$ cat src/rtl/rd_return_1_to_9.sv
// Return path for a 9-requester shared register-file read port: pipelines the one-hot requester
// tag across the read latency and strobes rd_data to the owning port. Optional: RD_RETURN_MULTI_ERR_EN.
module rd_return_1_to_9 #(
  parameter int WIDTH   = 32,
  parameter int LATENCY = 1
) (
  input  logic             clk,
  input  logic             rst,
  input  logic             port0_rd_en,
  input  logic             port1_rd_en,
  input  logic             port2_rd_en,
  input  logic             port3_rd_en,
  input  logic             port4_rd_en,
  input  logic             port5_rd_en,
  input  logic             port6_rd_en,
  input  logic             port7_rd_en,
  input  logic             port8_rd_en,
  input  logic [WIDTH-1:0] rd_data,
  output logic [WIDTH-1:0] port0_rd_data,
  output logic [WIDTH-1:0] port1_rd_data,
  output logic [WIDTH-1:0] port2_rd_data,
  output logic [WIDTH-1:0] port3_rd_data,
  output logic [WIDTH-1:0] port4_rd_data,
  output logic [WIDTH-1:0] port5_rd_data,
  output logic [WIDTH-1:0] port6_rd_data,
  output logic [WIDTH-1:0] port7_rd_data,
  output logic [WIDTH-1:0] port8_rd_data,
  output logic             port0_rd_valid,
  output logic             port1_rd_valid,
  output logic             port2_rd_valid,
  output logic             port3_rd_valid,
  output logic             port4_rd_valid,
  output logic             port5_rd_valid,
  output logic             port6_rd_valid,
  output logic             port7_rd_valid,
  output logic             port8_rd_valid,
  output logic             multi_rd_err
);

  localparam int NPORT = 9;

  logic [NPORT-1:0] req_en;
  logic [3:0]       req_cnt;
  logic [3:0]       req_idx;
  logic             tag_vld;

  logic [LATENCY-1:0] stg_vld;
  logic [3:0]         stg_idx [LATENCY];

  logic [NPORT-1:0] valid_q;
  logic [WIDTH-1:0] data_q [NPORT];

  assign req_en = {port8_rd_en, port7_rd_en, port6_rd_en, port5_rd_en, port4_rd_en,
                   port3_rd_en, port2_rd_en, port1_rd_en, port0_rd_en};

  // idx only ever takes 0..8; a multi-enable cycle yields an invalid tag
  always_comb begin
    req_cnt = '0;
    req_idx = '0;
    for (int i = 0; i < NPORT; i++) begin
      if (req_en[i]) begin
        req_cnt = req_cnt + 4'd1;
        req_idx = 4'(i);
      end
    end
  end

  assign tag_vld = (req_cnt == 4'd1);

  always_ff @(posedge clk) begin
    if (rst) begin
      stg_vld <= '0;
      for (int i = 0; i < LATENCY; i++) stg_idx[i] <= '0;
    end else begin
      stg_vld[0] <= tag_vld;
      stg_idx[0] <= req_idx;
      for (int i = 1; i < LATENCY; i++) begin
        stg_vld[i] <= stg_vld[i-1];
        stg_idx[i] <= stg_idx[i-1];
      end
    end
  end

  // Returned data is held per port until that port is returned to again
  always_ff @(posedge clk) begin
    if (rst) begin
      valid_q <= '0;
      for (int p = 0; p < NPORT; p++) data_q[p] <= '0;
    end else begin
      valid_q <= '0;
      if (stg_vld[LATENCY-1]) begin
        for (int p = 0; p < NPORT; p++) begin
          if (stg_idx[LATENCY-1] == 4'(p)) begin
            valid_q[p] <= 1'b1;
            data_q[p]  <= rd_data;
          end
        end
      end
    end
  end

`ifdef RD_RETURN_MULTI_ERR_EN
  logic err_q;

  always_ff @(posedge clk) begin
    if (rst) begin
      err_q <= 1'b0;
    end else if (req_cnt > 4'd1) begin
      err_q <= 1'b1;
    end
  end

  assign multi_rd_err = err_q;
`else
  assign multi_rd_err = 1'b0;
`endif

  assign port0_rd_data  = data_q[0];
  assign port1_rd_data  = data_q[1];
  assign port2_rd_data  = data_q[2];
  assign port3_rd_data  = data_q[3];
  assign port4_rd_data  = data_q[4];
  assign port5_rd_data  = data_q[5];
  assign port6_rd_data  = data_q[6];
  assign port7_rd_data  = data_q[7];
  assign port8_rd_data  = data_q[8];

  assign port0_rd_valid = valid_q[0];
  assign port1_rd_valid = valid_q[1];
  assign port2_rd_valid = valid_q[2];
  assign port3_rd_valid = valid_q[3];
  assign port4_rd_valid = valid_q[4];
  assign port5_rd_valid = valid_q[5];
  assign port6_rd_valid = valid_q[6];
  assign port7_rd_valid = valid_q[7];
  assign port8_rd_valid = valid_q[8];

endmodule

$ cat config.mk
export PLATFORM = sky130hd
export DESIGN_NAME = rd_return_1_to_9
export DESIGN_NICKNAME = d
export VERILOG_FILES = /design/src/rtl/rd_return_1_to_9.sv
export SDC_FILE = /design/constraint.sdc
export NUM_CORES = 1
export LEC_CHECK = 0
export BUFFER_PORTS_ARGS = -buffer_cell sky130_fd_sc_hd__buf_4
export CORE_ASPECT_RATIO = 1.75
export CORE_MARGIN = 1.5
export CORE_UTILIZATION = 52
export CTS_BUF_LIST = sky130_fd_sc_hd__clkbuf_8
export DETAILED_ROUTE_END_ITERATION = 16
export PLACE_DENSITY = 0.82
export SETUP_SLACK_MARGIN = 0.02
export SLEW_MARGIN = 15
export SYNTH_ARGS = -nofsm -noshare
export SYNTH_HDL_FRONTEND = slang
export SYNTH_SLANG_ARGS = --single-unit
$ cat constraint.sdc
create_clock -name clk -period 6.3 [get_ports clk]
set_clock_uncertainty 0.15 [all_clocks]
set_input_delay 0.315 -clock clk [delete_from_list [all_inputs] [get_ports clk]]
set_output_delay 0.315 -clock clk [all_outputs]
set_load 0.05 [all_outputs]
==> results of run 1 <==
[kinds of logic (layout without fill, tap and decap cells)]
group,Yosys count,after routing
flops,302,302
buf+inv,19,418
other cells,1,1
compound gates,15,15
simple gates,99,99
fa+ha+maj,8,8
xor+xnor,14,14
mux,4,4
[layer usage]
metal | wire length, µm | global-route usage
met1 | 8420 | 0.277
met2 | 14700 | 0.482
met3 | 1630 | 0.0335
met4 | 1270 | 0.127
met5 | 0 | 0
[cell type report]
class,instances,area [µm²]
clock buffers,42,578
clock inverters,26,143
fillers,1168,5480
inverters,8,30.0
multi-input cells,141,995
flip-flops and latches,302,8930
well taps,241,302
repair buffers,342,2570
[sequential cells by signal, indices dropped and copies added, names as in the netlist]
name     cells
stg_idx      4
stg_vld      1
valid_q      9
data_q     288
[critical path, delay by kind of cell]
| kind | cells | cell delay (ps) |
|---|---|---|
| AO/OA/AOI/OAI | 3 | 450 |
| XOR/XNOR | 3 | 410 |
| adder cells (fa/ha/maj) | 7 | 1970 |
| buffers and inverters | 3 | 170 |
| multiplexers | 3 | 840 |
| AND/OR/NAND/NOR | 5 | 510 |
[stage by stage]
stage / instances / setup slack (ps) / power [mW]
floorplan: 462 / 1870 / 3.16
global placement: 1031 / 1640 / 3.47
detailed placement: 1031 / 1460 / 3.50
CTS: 1102 / 2000 / 4.80
global route: 1102 / 1610 / 4.93
finish: 1102 / 1960 / 4.78
[cells in the final DEF (no fill, tap or decap), types with 3 or more instances in the layout]
cell	instances
and2_1	34
edfxtp_1	288
nand2_1	12
mux2_2	3
xor2_1	5
dlygate4sd3_1	3
nor2b_1	3
clkbuf_8	42
nor2_1	17
a21oi_1	3
buf_4	339
clkinv_1	7
xnor2_1	5
or2_2	8
dfxtp_1	14
inv_1	21
ha_1	8
nand2b_1	4
nor3_1	9
[power groups by stage]
stage / clock network, mW / logic [mW] / registers (mW)
floorplan: 0 / 0.200 / 2.96
global placement: 0 / 1.00 / 2.47
detailed placement: 0 / 1.02 / 2.48
CTS: 1.34 / 1.02 / 2.43
global route: 1.42 / 1.06 / 2.44
finish: 1.33 / 1.02 / 2.43
[worst max path at each step]
stage / startpoint / slack, ps / to / depth (start not counted)
after detailed placement: port0_rd_en / 1460 / stg_vld / 24
after global routing: port0_rd_en / 1610 / stg_vld / 24
after global placement: port0_rd_en / 1640 / stg_vld / 24
final: port0_rd_en / 1960 / stg_vld / 24
after floorplan: port0_rd_en / 1870 / stg_vld / 23
after CTS: port0_rd_en / 2000 / stg_vld / 24
[what timing repair did]
action	4_1_cts	5_1_grt
endpoints found under the setup margin	0	0
hold buffers	3	0
hold endpoints to repair	5	0
==> metrics.csv, run 1 <==
stage,metric,value,unit
run_status,outcome,finished clean,
worst_setup_path,worst r2r path cells,4,
cts,H-Tree Depth,2,
worst_setup_path,FF-to-FF End,data_q[0][0],
timing,fin crit period,4340,ps
synth,Synth Warn #,0,
power,VDD IR-drop max,0.000247,V
final_layout,fin area,0.0136,mm²
worst_setup_path,crit path max fanout,5,
cts,Num CTS Buffers,40,
synth,post-synth net total,513,
timing,TNS Setup,0,ps
synth,Cell variety after synth,44,
synth,Post-Syn Instances,462,
worst_setup_path,worst stage delay on the critical path,360,ps
synth,post-synthesis xor/xnor area fraction,0.0188,
cts,setup bufs post-CTS,0,
route,Vias,5798,
synth,simple-gate area share of the yosys netlist,0.0537,
power,Sw Ratio,0.307,
floorplanning,# IOs,341,
worst_setup_path,Worst EP required,6610,ps
cts,Post-CTS Resized,0,
global_routing,vias in the first global route,5902,
timing,Fin Hold WS,70.5,ps
synth,Post-synth EDFFs,288,
worst_setup_path,crit-path most repeated cell,ha_1,
final_layout,NumNets Final,886,
cts,clock root buffer,clkbuf_8,
route,Pre-Repair DR Iteration Count,8,
floorplanning,row count,67,
timing,Tcrit/Tclk final,0.689,
timing,Final Hold Vio Count,0,
power,sequential cell fraction of total power,0.509,
cts,Worst-path clk slew,70,ps
floorplanning,die area,0.0202,mm²
route,DRC viols,0,
synth,Synth top cells by count,"edfxtp_1, and2_1, nor2_1",
timing,fin. max-slew vios,0,
worst_setup_path,Worst R2R Setup Slack,3760,ps
synth,cell area after synthesis,0.0100,mm²
hold_path,Hold WC Path Type,in -> reg,
cts,Sink Count,302,
floorplanning,core area,0.0190,mm²
flow_run,# Max-Cap Violations,0,
timing,RSZ-0062 raised after global routing,false,
worst_setup_path,Setup Crit Path Kind,in -> reg,
route,final antenna-violating net count,0,
timing,# setup viols final,0,
cts,Skew-Pair Late Insertion Delay,510,ps
power,Gate power share,0.214,
synth,asr flop ratio synth,0,
route,vias per cell,5.26,
final_layout,Layout area overhead,35.0,%
global_routing,largest net degree at the start of global routing,33,
placed_design,detailed placement HPWL,17100,µm
hold_path,hold path cells,3,
worst_setup_path,CP cell instances,"buf_4, inv_1, ha_1, xor2_1, ha_1, nand2_1, o31ai_1, ha_1, mux2_2, ha_1, mux2_2, ha_1, inv_1, a21oi_1, o31a_2, ha_1, mux2_2, ha_1, nand2_1, xnor2_1, xnor2_1, nor3_1, nand3_1, nor2_1",
final_layout,Layout Utilization,0.712,
synth,Post-synth top flop,edfxtp_1,
timing,max_slew headroom,0.221,
power,internal power,3.31,mW
synth,"top cells by area, synth","edfxtp_1, dfxtp_1, and2_1, ha_1, nor2_1",
route,average wire per cell in the routed design,23.6,µm
worst_setup_path,"Slowest-stage cell, CP",ha_1,
placed_design,I/O Buffers,339,
final_layout,number of diodes,0,
power,PwrDens,353,mW/mm²
synth,post-synthesis sequential element count,302,
global_routing,GR Util All Layers,0.258,
power,Sw Pwr,1.47,mW
worst_setup_path,CP Launch Type,input pin,
synth,sequential-to-total area share from yosys stat,0.890,
worst_setup_path,worst r2r src,stg_vld,
synth,mux contribution to synthesized area,0.00436,
final_layout,layout cells sized above 1,0.469,
placed_design,Placement Cell Area,0.0128,mm²
hold_path,Hold Path Origin,port7_rd_en,
synth,"Avg Cell Area, Syn",21.7,µm²
floorplanning,chip height,187,µm
synth,post-synthesis adder-cell area fraction,0.00997,
floorplanning,Die X,108,µm
route,final WL,26000,µm
floorplanning,Initial Utilization,0.527,
synth,post-synthesis compound-gate area fraction,0.0105,
worst_setup_path,crit end category,flip-flop,
placed_design,GPL Wtd Cong,0.817,
synth,"count leader, synth",edfxtp_1,
synth,Synth area leader,edfxtp_1,
timing,Fmax,0.230,GHz
power,LEAKAGE,5.80,nW
synth,Synth top area share,0.862,
synth,main combinational cell family by area after synthesis,simple AND/OR/NAND/NOR gates,
hold_path,worst hold endpoint,stg_idx[0][1],
route,initial drt markers,206,
global_routing,initial antenna violation count,0,
timing,Least-Margin Pin Slew,1170,ps
cts,CTS tree,done,
power,Clk pwr share,0.278,
cts,Longest Clk Path Bufs,3,
global_routing,global-route wire length before repair,37000,µm
global_routing,gr ovfl total,0,
worst_setup_path,Worst EP arrival,4650,ps
Note: power is estimated with default switching activity, not from simulation.
==> run 2, diff against run 1 <==
==> constraint.sdc (replaced) <==
create_clock -name clk -period 4.4 [get_ports clk]
set_clock_uncertainty 0.15 [all_clocks]
set_input_delay 0.22 -clock clk [delete_from_list [all_inputs] [get_ports clk]]
set_output_delay 0.22 -clock clk [all_outputs]
set_load 0.05 [all_outputs]
==> run 2 against run 1 <==
Against the previous run:
- core utilization increased by 0.93 points
- sequential power rose by 43%
- sequential share of layout area decreased by 0.85 points
- via count shrank 0.38%
- total power grew 49%
- count of clock-buffer cells in the layout is 3 lower
- cell count grew 0.73%
- largest cell class unchanged
==> metrics.csv, run 2 (synthesis gave the netlist of run 1 again) <==
stage,metric,value,unit
route,Pre-Repair DR Iteration Count,4,
placed_design,GPL Wtd Cong,0.795,
worst_setup_path,Worst EP required,4720,ps
worst_setup_path,Worst EP arrival,4430,ps
cts,Skew-Pair Late Insertion Delay,520,ps
floorplanning,Initial Utilization,0.527,
final_layout,Largest Register,data_q,
placed_design,Placement Cell Area,0.0129,mm²
floorplanning,chip height,187,µm
placed_design,detailed placement HPWL,17000,µm
global_routing,vias in the first global route,5828,
worst_setup_path,worst stage delay on the critical path,320,ps
route,final WL,26100,µm
cts,H-Tree Depth,2,
timing,PnR worst setup slack,282,ps
final_layout,biggest regs,"data_q: 288 flops, valid_q: 9 flops, stg_idx: 4 flops",
final_layout,"most common cell after layout, fill and taps aside",buf_4,
route,vias per cell,5.20,
worst_setup_path,"Slowest-stage cell, CP",ha_1,
timing,RSZ-0062 raised after global routing,false,
final_layout,NumNets Final,896,
route,Vias,5776,
route,final antenna-violating net count,0,
global_routing,GR Util All Layers,0.259,
final_layout,number of diodes,0,
final_layout,Layout Utilization,0.721,
floorplanning,core area,0.0190,mm²
power,LEAKAGE,5.89,nW
global_routing,largest net degree at the start of global routing,33,
final_layout,max reg flops,288,
run_status,outcome,finished clean,
final_layout,"commonest cells after routing, fill and taps aside","buf_4, edfxtp_1, clkbuf_8, and2_1, nor2_1",
floorplanning,die area,0.0202,mm²
final_layout,filler cell count,1129,
route,average wire per cell in the routed design,23.5,µm
placed_design,I/O Buffers,339,
placed_design,DP Worst Slack,-232,ps
floorplanning,Die X,108,µm
global_routing,gr ovfl total,0,
final_layout,Multi-input gate area,995,µm²
cts,setup bufs post-CTS,0,
worst_setup_path,Worst R2R Setup Slack,1860,ps
power,PwrDens,519,mW/mm²
final_layout,Reg area,0.00893,mm²
global_routing,global-route wire length before repair,37000,µm
timing,max_slew headroom,0.246,
worst_setup_path,CP Launch Type,input pin,
floorplanning,# IOs,341,
cts,CTS tree,done,
worst_setup_path,Setup Crit Path Kind,in -> reg,
cts,clock root buffer,clkbuf_8,
final_layout,Layout area overhead,36.8,%
power,VDD IR-drop max,0.000395,V
timing,Least-Margin Pin Slew,1130,ps
timing,Tcrit/Tclk final,0.936,
route,DRC viols,0,
timing,# setup viols final,0,
cts,Sink Count,302,
timing,fin crit period,4120,ps
worst_setup_path,crit path max fanout,3,
worst_setup_path,crit-path most repeated cell,ha_1,
floorplanning,row count,67,
timing,Fmax,0.243,GHz
cts,Num CTS Buffers,39,
cts,Longest Clk Path Bufs,3,
flow_run,# Max-Cap Violations,0,
final_layout,layout cells sized above 1,0.479,
worst_setup_path,CP cell instances,"buf_4, inv_1, ha_1, xor2_1, ha_1, nand2_1, o31ai_1, ha_1, mux2_2, ha_1, mux2_2, ha_1, inv_1, a21oi_1, o31a_2, ha_1, mux2_2, ha_1, nor2b_1, nor3_1, nor3_1, nand3_1, nor2_1",
final_layout,fin area,0.0137,mm²
timing,Final Hold Vio Count,0,
route,initial drt markers,203,
timing,fin. max-slew vios,0,
cts,Worst-path clk slew,80,ps
global_routing,initial antenna violation count,0,
worst_setup_path,crit end category,flip-flop,
hold_path,Hold WC Path Type,in -> reg,
==> run 2: what timing repair did <==
item | 4_1_cts | 5_1_grt
resized for setup | 0 | 0
endpoints found under the hold margin | 5 | 0
endpoints found under the setup margin | 0 | 0
hold buffers | 6 | 0
==> run 2: final timing paths <==
kind	start	end	cells past startpoint
setup reg to reg	stg_vld	data_q[0][23]	4
hold / removal	rd_data[22]	data_q[0][278]	2
setup / recovery	port0_rd_en	stg_vld	23
hold reg to reg	stg_idx[0][1]	valid_q[7]	2
==> run 2: power by group <==
part / leakage (nW) / total, mW / switching (mW) / internal [mW]
logic: 2.25 / 1.49 / 1.09 / 0.406
registers: 3.20 / 3.48 / 0.0673 / 3.42
clock network: 0.441 / 2.15 / 0.960 / 1.19
==> run 2: layout make-up <==
cell class,instances,area share
Multi-Input combinational cell,141,0.0725
Clock inverter,26,0.0198
Tap cell,241,0.0220
Inverter,8,0.00219
Clock buffer,39,0.0391
Timing Repair Buffer,353,0.194
Sequential cell,302,0.650
==> run 2: critical path: cells and delay by family <==
| family | cells | cell delay, ps |
|---|---|---|
| adder cells (fa/ha/maj) | 7 | 1980 |
| buffers and inverters | 3 | 170 |
| multiplexers | 3 | 830 |
| AO/OA/AOI/OAI | 3 | 390 |
| XOR/XNOR | 1 | 180 |
| AND/OR/NAND/NOR | 6 | 660 |
==> run 2: per-layer routing <==
layer,wire [µm],track usage
met1,8800,0.279
met5,0,0
met4,1200,0.124
met2,14700,0.483
met3,1470,0.0377
==> run 2: stage by stage <==
step	cells	setup TNS [ps]	total power [mW]	hold slack, ps
4_1_cts	1110	0	7.16	27.8
5_1_grt	1110	0	7.33	67.4
3_5_place_dp	1039	-232	5.03	302
3_3_place_gp	1039	-78.6	5.00	294
2_1_floorplan	462	0	4.52	142
6_report	1110	0	7.12	44.6
==> run 3, diff against run 2 <==
--- a/config.mk
+++ b/config.mk
@@ -11,7 +11,7 @@
 export CORE_UTILIZATION = 52
 export CTS_BUF_LIST = sky130_fd_sc_hd__clkbuf_8
 export DETAILED_ROUTE_END_ITERATION = 16
-export PLACE_DENSITY = 0.82
+export PLACE_DENSITY = 0.85
 export SETUP_SLACK_MARGIN = 0.02
 export SLEW_MARGIN = 15
 export SYNTH_ARGS = -nofsm -noshare
==> run 3 against run 2 <==
Against the previous run:
- first-iteration DRC count shrank 1.5%
- highest routed layer unchanged
- critical path depth is the same
- core utilization down 0.43 points
- total power is 4.1% lower
- cell count increased by 0.45%
- largest power group unchanged
- die area is the same
- worst setup slack improved by 15 ps
- global-route usage shrank 0.64 points
- largest cell class unchanged
- worst hold slack worse by 9.1 ps
==> metrics.csv, run 3 (synthesis gave the netlist of run 1 again) <==
stage,metric,value,unit
run_status,outcome,finished clean,
timing,Fin Hold WS,35.5,ps
power,VDD IR-drop max,0.000354,V
floorplanning,core area,0.0190,mm²
timing,PnR worst setup slack,297,ps
final_layout,Layout Utilization,0.717,
global_routing,GR Util All Layers,0.253,
worst_setup_path,Worst EP required,4710,ps
global_routing,initial antenna violation count,0,
final_layout,layout cells sized above 1,0.476,
route,DRC viols,0,
worst_setup_path,Worst path top cell family by delay,adder cells,
final_layout,Layout area overhead,36.0,%
power,LEAKAGE,5.86,nW
worst_setup_path,worst r2r src,stg_vld,
cts,CTS tree,done,
route,average wire per cell in the routed design,23.0,µm
placed_design,DP Worst Slack,-270,ps
global_routing,gr ovfl total,0,
hold_path,Hold Path Origin,rd_data[4],
route,vias per cell,5.13,
final_layout,"commonest cells after routing, fill and taps aside","buf_4, edfxtp_1, clkbuf_8, and2_1, inv_1",
timing,fin crit period,4100,ps
cts,Worst-path clk slew,60,ps
worst_setup_path,crit-path most repeated cell,ha_1,
worst_setup_path,Worst EP arrival,4420,ps
timing,Least-Margin Pin Slew,1140,ps
worst_setup_path,worst r2r path cells,4,
worst_setup_path,Setup Crit Path Kind,in -> reg,
route,met3 wire len,1970,µm
floorplanning,chip height,187,µm
timing,fin. max-slew vios,0,
worst_setup_path,CP Launch Type,input pin,
timing,RSZ-0062 raised after global routing,false,
route,Pre-Repair DR Iteration Count,4,
final_layout,number of diodes,0,
floorplanning,row count,67,
global_routing,global-route wire length before repair,35900,µm
route,top sig layer,met4,
worst_setup_path,CP cell instances,"buf_4, inv_1, ha_1, xor2_1, ha_1, nand2_1, o31ai_1, ha_1, mux2_2, ha_4, mux2_2, ha_1, inv_1, a21oi_1, o31a_2, ha_1, mux2_2, ha_1, nor2b_2, nor3_1, nor3_1, nand3_1, nor2_1",
final_layout,NumNets Final,899,
global_routing,vias in the first global route,5846,
timing,max_slew headroom,0.242,
worst_setup_path,"Slowest-stage cell, CP",ha_1,
worst_setup_path,FF-to-FF End,data_q[0][8],
floorplanning,# IOs,341,
floorplanning,Die X,108,µm
route,final WL,25600,µm
hold_path,Hold WC Path Type,in -> reg,
route,final antenna-violating net count,0,
flow_run,# Max-Cap Violations,0,
worst_setup_path,worst path bufs/invs,3,
placed_design,GPL Wtd Cong,0.828,
timing,# setup viols final,0,
final_layout,biggest regs,"data_q: 288 flops, valid_q: 9 flops, stg_idx: 4 flops",
placed_design,I/O Buffers,339,
final_layout,"most common cell after layout, fill and taps aside",buf_4,
cts,Skew-Pair Late Insertion Delay,520,ps
timing,Tcrit/Tclk final,0.933,
hold_path,hold path cells,2,
cts,H-Tree Depth,2,
cts,Num CTS Buffers,40,
final_layout,filler cell count,1157,
cts,Longest Clk Path Bufs,3,
floorplanning,die area,0.0202,mm²
route,initial drt markers,200,
global_routing,largest net degree at the start of global routing,33,
final_layout,Largest Register,data_q,
hold_path,worst hold endpoint,data_q[0][132],
worst_setup_path,worst stage delay on the critical path,330,ps
cts,clock root buffer,clkbuf_8,
route,met2 WL post-DR,14100,µm
placed_design,detailed placement HPWL,16400,µm
timing,Final Hold Vio Count,0,
worst_setup_path,Worst R2R Setup Slack,1910,ps
timing,Fmax,0.244,GHz
worst_setup_path,crit path max fanout,3,
floorplanning,Initial Utilization,0.527,
power,PwrDens,500,mW/mm²
route,Vias,5721,
worst_setup_path,crit end category,flip-flop,
route,M1 wire length,8250,µm
final_layout,max reg flops,288,
cts,Sink Count,302,
## run 3: cell types whose count changed in the layout (fill, tap and decap cells not counted), moves of 2 or more
| cell | delta |
|---|---|
| bufinv_16 | -6 |
| clkbuf_8 | +4 |
| clkinv_1 | -2 |
| clkinvlp_4 | +2 |
| dlygate4sd3_1 | +2 |
| inv_1 | +7 |
| inv_6 | -2 |
## run 3: how the worst max path moves through the flow
stage	to	slack, ps	depth (start not counted)	start
after floorplan	stg_vld	60	23	port0_rd_en
after detailed placement	stg_vld	-270	24	port0_rd_en
final	stg_vld	300	23	port0_rd_en
after global placement	stg_vld	-100	24	port0_rd_en
after global routing	stg_vld	90	23	port0_rd_en
after CTS	stg_vld	270	24	port0_rd_en
## run 3: area by class of cell
cell class / count / area, µm² / area share
clock inverter: 25 / 108 / 0.00788
multi-input combinational: 141 / 1000 / 0.0734
inverter: 8 / 30.0 / 0.00220
sequential: 302 / 8930 / 0.654
timing repair buffer: 355 / 2690 / 0.197
clock buffer: 43 / 592 / 0.0434
tap: 241 / 302 / 0.0221
## run 3: through the flow
step	power (mW)	setup TNS, ps	cells	area [µm²]
after floorplan	4.52	0	462	10000
after global placement	4.98	-99.7	1039	12900
after detailed placement	5.02	-270	1039	12900
after CTS	6.85	0	1115	13600
after global routing	7.04	0	1115	13600
final	6.83	0	1115	13600
## run 3: repair_timing
item / in CTS / in global routing
hold buffers: 8 / 0
endpoints found under the hold margin: 8 / 0
resized for setup: 0 / 2
endpoints found under the setup margin: 0 / 1
setup buffers: 0 / 0
## run 3: per-layer routing
layer | global-route usage | vias up
li1 | - | 2525
met1 | 0.255 | 2790
met2 | 0.466 | 335
met3 | 0.0632 | 71
met4 | 0.127 | 0
met5 | 0 | -
## run 3: power by group
group	switching, mW	leakage [nW]	internal (mW)
Combinational	1.08	2.25	0.412
Sequential	0.0656	3.20	3.42
Clock	0.952	0.410	0.899
